==> src/rtl/button_debounce.sv <==
// rtl/button_debounce.sv - pushbutton synchroniser, debounce FSM and press/release/long-press strobes (optional feature macro: BTN_LONGPRESS_EN)
module button_debounce #(
    parameter int unsigned DEBOUNCE_CYCLES = 120000,
    parameter int unsigned LONG_CYCLES     = 12000000,
    parameter bit          ACTIVE_LOW      = 1'b1
) (
    input  logic clk_12mhz,
    input  logic rst_n,
    input  logic btn_raw,
    output logic btn_level,
    output logic press_pulse,
    output logic release_pulse,
    output logic long_press
);

    localparam int unsigned      CNT_W        = (DEBOUNCE_CYCLES > 1) ? $clog2(DEBOUNCE_CYCLES) : 1;
    localparam logic [CNT_W-1:0] CNT_LAST     = CNT_W'(DEBOUNCE_CYCLES - 1);
    localparam logic [CNT_W-1:0] CNT_ONE      = CNT_W'(1);
    // Pad level seen while the button is not pressed.
    localparam logic             RELEASED_LVL = ACTIVE_LOW;

    // Parameter sanity: a one-cycle filter is meaningless and a long press must outlast the filter.
    if (DEBOUNCE_CYCLES < 2) begin : g_bad_debounce
        $error("button_debounce: DEBOUNCE_CYCLES must be >= 2");
    end
    if (LONG_CYCLES <= DEBOUNCE_CYCLES) begin : g_bad_long
        $error("button_debounce: LONG_CYCLES must exceed DEBOUNCE_CYCLES");
    end

    typedef enum logic [1:0] {
        S_IDLE         = 2'd0,
        S_PRESS_WAIT   = 2'd1,
        S_PRESSED      = 2'd2,
        S_RELEASE_WAIT = 2'd3
    } state_t;

    logic             sync1_q;
    logic             sync2_q;
    logic             pressed_s;

    state_t           state_q;
    state_t           state_d;
    logic [CNT_W-1:0] cnt_q;
    logic [CNT_W-1:0] cnt_d;
    logic             level_q;
    logic             level_d;
    logic             press_q;
    logic             press_d;
    logic             release_q;
    logic             release_d;

    // Two-flop synchroniser; resets to the released pad level so reset never looks like a press.
    always_ff @(posedge clk_12mhz or negedge rst_n) begin
        if (!rst_n) begin
            sync1_q <= RELEASED_LVL;
            sync2_q <= RELEASED_LVL;
        end else begin
            sync1_q <= btn_raw;
            sync2_q <= sync1_q;
        end
    end

    assign pressed_s = ACTIVE_LOW ? ~sync2_q : sync2_q;

    // Debounce FSM: any disagreement during a wait state throws the partial count away.
    always_comb begin
        state_d   = state_q;
        cnt_d     = cnt_q;
        level_d   = level_q;
        press_d   = 1'b0;
        release_d = 1'b0;
        case (state_q)
            S_IDLE: begin
                if (pressed_s) begin
                    state_d = S_PRESS_WAIT;
                    cnt_d   = CNT_ONE;
                end
            end
            S_PRESS_WAIT: begin
                if (!pressed_s) begin
                    state_d = S_IDLE;
                    cnt_d   = '0;
                end else if (cnt_q == CNT_LAST) begin
                    state_d = S_PRESSED;
                    level_d = 1'b1;
                    press_d = 1'b1;
                    cnt_d   = '0;
                end else begin
                    cnt_d = cnt_q + CNT_ONE;
                end
            end
            S_PRESSED: begin
                if (!pressed_s) begin
                    state_d = S_RELEASE_WAIT;
                    cnt_d   = CNT_ONE;
                end
            end
            S_RELEASE_WAIT: begin
                if (pressed_s) begin
                    // Release bounce: level never dropped, so no strobe either way.
                    state_d = S_PRESSED;
                    cnt_d   = '0;
                end else if (cnt_q == CNT_LAST) begin
                    state_d   = S_IDLE;
                    level_d   = 1'b0;
                    release_d = 1'b1;
                    cnt_d     = '0;
                end else begin
                    cnt_d = cnt_q + CNT_ONE;
                end
            end
            default: begin
                state_d = S_IDLE;
                cnt_d   = '0;
                level_d = 1'b0;
            end
        endcase
    end

    // FSM state, filter counter and registered outputs.
    always_ff @(posedge clk_12mhz or negedge rst_n) begin
        if (!rst_n) begin
            state_q   <= S_IDLE;
            cnt_q     <= '0;
            level_q   <= 1'b0;
            press_q   <= 1'b0;
            release_q <= 1'b0;
        end else begin
            state_q   <= state_d;
            cnt_q     <= cnt_d;
            level_q   <= level_d;
            press_q   <= press_d;
            release_q <= release_d;
        end
    end

    assign btn_level     = level_q;
    assign press_pulse   = press_q;
    assign release_pulse = release_q;

`ifdef BTN_LONGPRESS_EN
    localparam int unsigned       LONG_W    = $clog2(LONG_CYCLES + 1);
    localparam logic [LONG_W-1:0] LONG_LAST = LONG_W'(LONG_CYCLES - 1);
    localparam logic [LONG_W-1:0] LONG_SAT  = LONG_W'(LONG_CYCLES);
    localparam logic [LONG_W-1:0] LONG_ONE  = LONG_W'(1);

    logic [LONG_W-1:0] long_cnt_q;
    logic [LONG_W-1:0] long_cnt_d;
    logic              long_q;
    logic              long_d;
    logic              hold_tick;

    // Counts only while settled in PRESSED; a release bounce pauses rather than clears it.
    assign hold_tick = (state_q == S_PRESSED) && pressed_s;

    // Long-press counter: cleared on a fresh accepted press, fires once, then parks above the fire value.
    always_comb begin
        long_cnt_d = long_cnt_q;
        long_d     = 1'b0;
        if (press_d) begin
            long_cnt_d = '0;
        end else if (hold_tick) begin
            if (long_cnt_q == LONG_LAST) begin
                long_d     = 1'b1;
                long_cnt_d = LONG_SAT;
            end else if (long_cnt_q < LONG_LAST) begin
                long_cnt_d = long_cnt_q + LONG_ONE;
            end
        end
    end

    // Long-press counter and strobe registers.
    always_ff @(posedge clk_12mhz or negedge rst_n) begin
        if (!rst_n) begin
            long_cnt_q <= '0;
            long_q     <= 1'b0;
        end else begin
            long_cnt_q <= long_cnt_d;
            long_q     <= long_d;
        end
    end

    assign long_press = long_q;
`else
    assign long_press = 1'b0;
`endif

endmodule

==> config.mk <==
export PLATFORM = sky130hd
export DESIGN_NAME = button_debounce
export DESIGN_NICKNAME = d
export VERILOG_FILES = /design/src/rtl/button_debounce.sv
export SDC_FILE = /design/constraint.sdc
export NUM_CORES = 1
export LEC_CHECK = 0
export CAP_MARGIN = 20
export CORE_MARGIN = 1.5
export CORE_UTILIZATION = 50
export CTS_CLUSTER_SIZE = 20
export DETAILED_ROUTE_END_ITERATION = 16
export GPL_TIMING_DRIVEN = 0
export PLACE_DENSITY = 0.8
export SLEW_MARGIN = 30
export SYNTH_ARGS = -nofsm -noshare
export SYNTH_HDL_FRONTEND = slang
export SYNTH_SLANG_ARGS = --single-unit
==> constraint.sdc <==
create_clock -name clk_12mhz -period 2.89 [get_ports clk_12mhz]
set_input_delay 0.289 -clock clk_12mhz [delete_from_list [all_inputs] [get_ports clk_12mhz]]
set_output_delay 0.289 -clock clk_12mhz [all_outputs]
set_load 0.005 [all_outputs]
==> results_dict.tcl, run 1 <==
set metrics [dict create \
    status "completed" \
    io_pins 7 \
    synthesis.instances 129 \
    power_density_mw_per_mm2 652.5 \
    synth_cell_types 39 \
    hold_buffers 1 \
    fin_skew_ps 14.36 \
    diodes 0 \
    cts_setup_buffers 0 \
    drive_above_1_share_pct 10.79 \
    finalSetupTns_ps 0 \
    dp_hpwl_um 1777 \
    grt_max_degree 25 \
    hold_class "flip-flop to flip-flop" \
    relSlewSlack_pct 57.37 \
    fin_nets 144 \
    cp.arrival_ps 2280 \
    wl_per_cell_um 14.93 \
    path_max_fanout 10 \
    hold_viol_final 0 \
    whs_path_depth 0 \
    die_x_um 52.78 \
    drt_iter0_markers 31 \
    initial_utilization_pct 54.43 \
    grt_pass1_wl_um 4229 \
    ys_seq_area_share_pct 48.69 \
    required_ps 3090 \
    fin_crit_sh_pct 71.93 \
    grt_overflow 0 \
    crit_type "flip-flop to flip-flop" \
    viasPerCell 6.216 \
    grt_pass1_vias 964 \
    clk_latency_ps 320 \
    leakage_uw 0.0005879 \
    synthFlopType "dfrtp_1" \
    rows 17 \
    routed_wl_um 2493 \
    synth_area_mm2 0.001239 \
    synth_edf_count 0 \
    vdd_drop_max_uv 517.9 \
    slew_violations 0 \
    reg2reg_depth 7 \
    gr-usage-all-layers_pct 20.87 \
    cts_buffers 3 \
    startpoint_type "flip-flop" \
    dr.pass1.iters 4 \
    power_uw 884.1 \
    port_buffers 5 \
    cts_sinks 24 \
    die_h_um 52.78 \
    dieArea_mm2 0.002785 \
    multi_input_area_um2 571.8 \
    gp_congestion 0.8327 \
    syn_avg_cell_area_um2 9.602 \
    setup_viol 0 \
    drc 0 \
    fill_cells 178 \
    rsz0062_at_grt "false" \
    ys_ff_latch 24 \
    cts_resized 0 \
    async_flop_share_pct 100.0 \
    path_clk_slew_ps 130 \
    cts.root.buffer_cell "clkbuf_4" \
    cts_htree_levels 1 \
    ant_nets 0 \
    vias 1038 \
    area_delta_synth_final_pct 9.394 \
    timing.hold.ws_ps 363.6 \
    ys_warn_count 0 \
    synth_nets 133 \
    cts_buffer_depth 2 \
    critPathCaptureType "flip-flop" \
    coreArea_mm2 0.002276 \
    antenna_found_initial 0 \
    min_period_ps 2079 \
    seq_area_um2 603.1 \
    cts_tree "done" \
    fmax_mhz 481.1 \
    maxCapViolations 0 \
    worst_pin_slew_ps 637.1 \
]
[critical path, stage by stage (launching register included)]
cell,delay [ps]
dfrtp_1,450
ha_1,250
nand4_1,220
nor4_4,440
nor2_2,170
buf_6,180
o21ai_0,150
o31ai_1,100
[state kept, by name (all words and copies together) (netlist names), named ones only]
signal,flops
cnt_q,17
btn_level,1
press_pulse,1
release_pulse,1
state_q,1
sync1_q,1
sync2_q,1
[per-layer routing]
layer | vias up | GRT usage (%) | part of all wire, %
li1 | 496 | - | -
met1 | 498 | 26.63 | 45
met2 | 39 | 33.96 | 47
met3 | 5 | 4.286 | 5.7
met4 | 0 | 8.974 | 1.5
met5 | - | 0 | 0
[power by group]
group | leakage [µW] | total (µW) | internal [µW] | switching (µW)
Combinational | 0.000252 | 330 | 123 | 207
Clock | 0.0000150 | 151 | 54.0 | 96.7
Sequential | 0.000321 | 403 | 369 | 34.0
Total | 0.000588 | 884 | 546 | 338
[synth_stat cells, types with 2 or more instances]
master    instances  area, µm²
a22o_1            2      17.52
o21a_1            2      15.01
or3_1             3      18.77
dfstp_2           2      52.55
a21oi_1          11      55.05
nor2_1            5      18.77
nand4_1           5      31.28
dfrtp_1          22      550.5
nand4b_1          2      17.52
and3_1            5      31.28
clkbuf_1          3      11.26
buf_6             2      22.52
o21ai_0           8      40.04
inv_1             4      15.01
nand2_1          12      45.04
a31oi_1           9      56.30
or2_2             2      12.51
buf_1             2      7.510
nand3_1           8      40.04
[layout by cell type (no fill, tap or decap), types with 3 or more instances in the layout]
master,netlist,final
nand4_1,5,5
o21ai_0,8,8
nor2_1,5,5
and3_1,5,5
clkbuf_4,0,3
dfrtp_1,22,22
or3_1,3,3
nand2_1,12,12
a21oi_1,11,11
inv_1,4,4
clkbuf_1,3,4
nand3_1,8,8
clkdlybuf4s50_1,0,4
a31oi_1,9,9
[kinds of logic after synthesis]
| group | synth area share, % |
|---|---|
| compound gates | 19.39 |
| other cells | 0.3027 |
| xor+xnor | 1.414 |
| flops | 48.69 |
| buf+inv | 5.151 |
| fa+ha+maj | 1.010 |
| simple gates | 23.23 |
| mux | 0.8081 |
[stage by stage]
stage / cell area [µm²] / setup WS, ps / util (%) / cells
5_1_grt: 1355 / 630.8 / 59.54 / 167
2_1_floorplan: 1239 / 1129 / - / 129
6_report: 1355 / 811.3 / 59.54 / 167
3_5_place_dp: 1319 / 838.6 / 57.94 / 162
3_3_place_gp: 1324 / 869.2 / 58.16 / 162
4_1_cts: 1355 / 792.5 / 59.54 / 167
[path summary, 6_finish.rpt]
check	slack, ps	startpoint	endpoint
max reg2reg	810	cnt_q[0]$_DFFE_PN0P_	flip-flop
min	360	sync1_q$_DFF_PN1_	sync2_q$_DFF_PN1_
min in group asynchronous	450	rst_n	cnt_q[9]$_DFFE_PN0P_
min reg2reg	360	sync1_q$_DFF_PN1_	sync2_q$_DFF_PN1_
max	810	cnt_q[0]$_DFFE_PN0P_	flip-flop
max in group asynchronous	2050	rst_n	sync2_q$_DFF_PN1_
[final cells by class]
class | count | share of cell area (%)
flip-flops and latches | 24 | 44.51
repair buffers | 6 | 4.063
well taps | 28 | 2.585
plain buffers | 8 | 3.601
inverters | 4 | 1.108
clock buffers | 4 | 1.939
multi-input cells | 93 | 42.20
No activity file was read; power rests on OpenSTA's default activity.
==> inputs of run 2 (changes only) <==
- PLACE_DENSITY: 0.8 -> 0.82
- clock period: 2.89 -> 1.9 ns (I/O delays scaled with it)
==> run 2 against run 1 <==
- total power is 88% higher
- setup slack worse by 780 ps
- via count rose by 11%
- sequential share of layout area fell by 6.7 points
- critical path type unchanged
- combinational power rose by 130%
- clock skew fell by 8.0 ps
- sequential cell count unchanged
- utilization is 11 points higher
- die area unchanged
- first-iteration DRC count increased by 16%
- largest cell class is now multi-input combinational cells
==> results_dict.tcl, run 2 (synthesis results as in run 1) <==
set metrics [dict create \
    fill_cells 152 \
    p_switching_uw 644.4 \
    cts_buffers 3 \
    die_h_um 52.78 \
    clk_latency_ps 320 \
    vias 1154 \
    grt_overflow 0 \
    maxCapViolations 0 \
    whs_path_depth 1 \
    hp-start "btn_raw" \
    reg2reg_slack_ps 30 \
    startpoint_type "flip-flop" \
    reg2reg_depth 6 \
    fin_skew_ps 6.384 \
    relSlewSlack_pct 39.86 \
    finalWorstSetupSlack_ps 27.78 \
    dr.pass1.iters 4 \
    gp_congestion 0.8170 \
    cts_sinks 24 \
    drc 0 \
    status "completed" \
    timing.hold.ws_ps 261.1 \
    cp.arrival_ps 2090 \
    cts_tree "done" \
    crit_type "flip-flop to flip-flop" \
    drive_above_1_share_pct 32.68 \
    dp_hpwl_um 1815 \
    worst_pin_slew_ps 898.8 \
    path_clk_slew_ps 130 \
    hold_class "input port to flip-flop" \
    p_seq_share_pct 37.6 \
    viasPerCell 6.376 \
    mostFrequentLayoutCells "dfrtp_1, buf_4, nand2_1" \
    drt_iter0_markers 36 \
    grt_pass1_vias 1102 \
    cts_htree_levels 1 \
    mostFrequentLayoutCell "dfrtp_1" \
    combPwrFrac_pct 46.0 \
    wl_per_cell_um 17.76 \
    leakage_uw 0.0007015 \
    dpl.cell_count 162 \
    gr-usage-all-layers_pct 25.54 \
    finalSetupTns_ps 0 \
    initial_utilization_pct 54.43 \
    io_pins 7 \
    largest_reg_flops 17 \
    stdcell_count 181 \
    diodes 0 \
    min_to "sync1_q$_DFF_PN1_" \
    power_density_mw_per_mm2 1034 \
    cts_buffer_depth 2 \
    top_register "cnt_q" \
    grt_pass1_wl_um 5099 \
    min_period_ps 1872 \
    multi_input_area_um2 680.7 \
    rr_startpoint "cnt_q[1]$_DFFE_PN0P_" \
    die_x_um 52.78 \
    pre_cts_slack_ps -155.7 \
    fin_util_pct 70.59 \
    rows 17 \
    port_buffers 5 \
    r2r_end "cnt_q[0]$_DFFE_PN0P_" \
    vdd_drop_max_uv 667.2 \
    pwr-share-clk_pct 16.4 \
    p_sw_share_pct 38.78 \
    ant_nets 0 \
    fin_crit_sh_pct 98.54 \
    grt_max_degree 25 \
    seq_area_um2 606.8 \
    cts.root.buffer_cell "clkbuf_4" \
    slew_violations 0 \
    setup_viol 0 \
    dieArea_mm2 0.002785 \
    fin_nets 158 \
    area_delta_synth_final_pct 29.70 \
    rsz0062_at_grt "true" \
    hold_viol_final 0 \
    antenna_found_initial 0 \
    p_int_uw 1017 \
    coreArea_mm2 0.002276 \
    critPathCaptureType "flip-flop" \
    path_max_fanout 6 \
    required_ps 2120 \
    fmax_mhz 534.1 \
    routed_wl_um 3214 \
]
[run 2: worst max-delay path, stage by stage, from the launching register on]
cell     delay, ps
dfrtp_2        440
ha_4           170
nand4_1        190
nor4_4         440
or2_2          270
o21ai_0        120
o21a_1         140
[run 2: final cells by class]
| class | instances | share of cell area (%) |
|---|---|---|
| multi-input cells | 93 | 42.37 |
| flip-flops and latches | 24 | 37.77 |
| repair buffers | 22 | 11.92 |
| plain buffers | 6 | 2.570 |
| clock buffers | 4 | 2.259 |
| well taps | 28 | 2.181 |
| inverters | 4 | 0.9346 |
[run 2: worst max-delay path by stage]
stage / from / to / slack, ps / cells after the start
after CTS: cnt_q[11]$_DFFE_PN0P_ / btn_level$_DFFE_PN0P_ / -100 / 5
final: cnt_q[1]$_DFFE_PN0P_ / cnt_q[0]$_DFFE_PN0P_ / 30 / 6
after floorplan: cnt_q[8]$_DFFE_PN0P_ / cnt_q[15]$_DFFE_PN0P_ / 140 / 6
after detailed placement: cnt_q[0]$_DFFE_PN0P_ / cnt_q[15]$_DFFE_PN0P_ / -160 / 7
after global placement: cnt_q[0]$_DFFE_PN0P_ / cnt_q[15]$_DFFE_PN0P_ / -110 / 7
after global routing: cnt_q[1]$_DFFE_PN0P_ / cnt_q[8]$_DFFE_PN0P_ / -80 / 7
[run 2: per-stage QoR]
step | power (µW) | instance area (µm²)
final | 1661 | 1607
after global routing | 1757 | 1607
after CTS | 1541 | 1490
after detailed placement | 1119 | 1319
after global placement | 1099 | 1324
after floorplan | 990.0 | 1239
[run 2: power by group through the flow]
| stage | logic [µW] | registers (µW) | clock network (µW) |
|---|---|---|---|
| finish | 764 | 625 | 273 |
| global route | 817 | 633 | 306 |
| CTS | 644 | 618 | 279 |
| detailed placement | 492 | 627 | 0 |
| global placement | 481 | 618 | 0 |
| floorplan | 379 | 611 | 0 |
[run 2: metal layers]
layer	track usage, %	vias up	part of all wire [%]
li1	-	523	-
met1	32.91	571	44
met2	42.29	47	48
met3	3.714	13	5.3
met4	11.11	0	2.8
met5	0	-	0
[run 2: what timing repair did]
| action | CTS | global route |
|---|---|---|
| setup buffers | 6 | 8 |
| resized for setup | 20 | 11 |
| hold buffers | 1 | 0 |
| endpoints found under the setup margin | 18 | 22 |
| endpoints found under the hold margin | 22 | 0 |
| pin swaps | 10 | 4 |
| gates cloned | 2 | 0 |
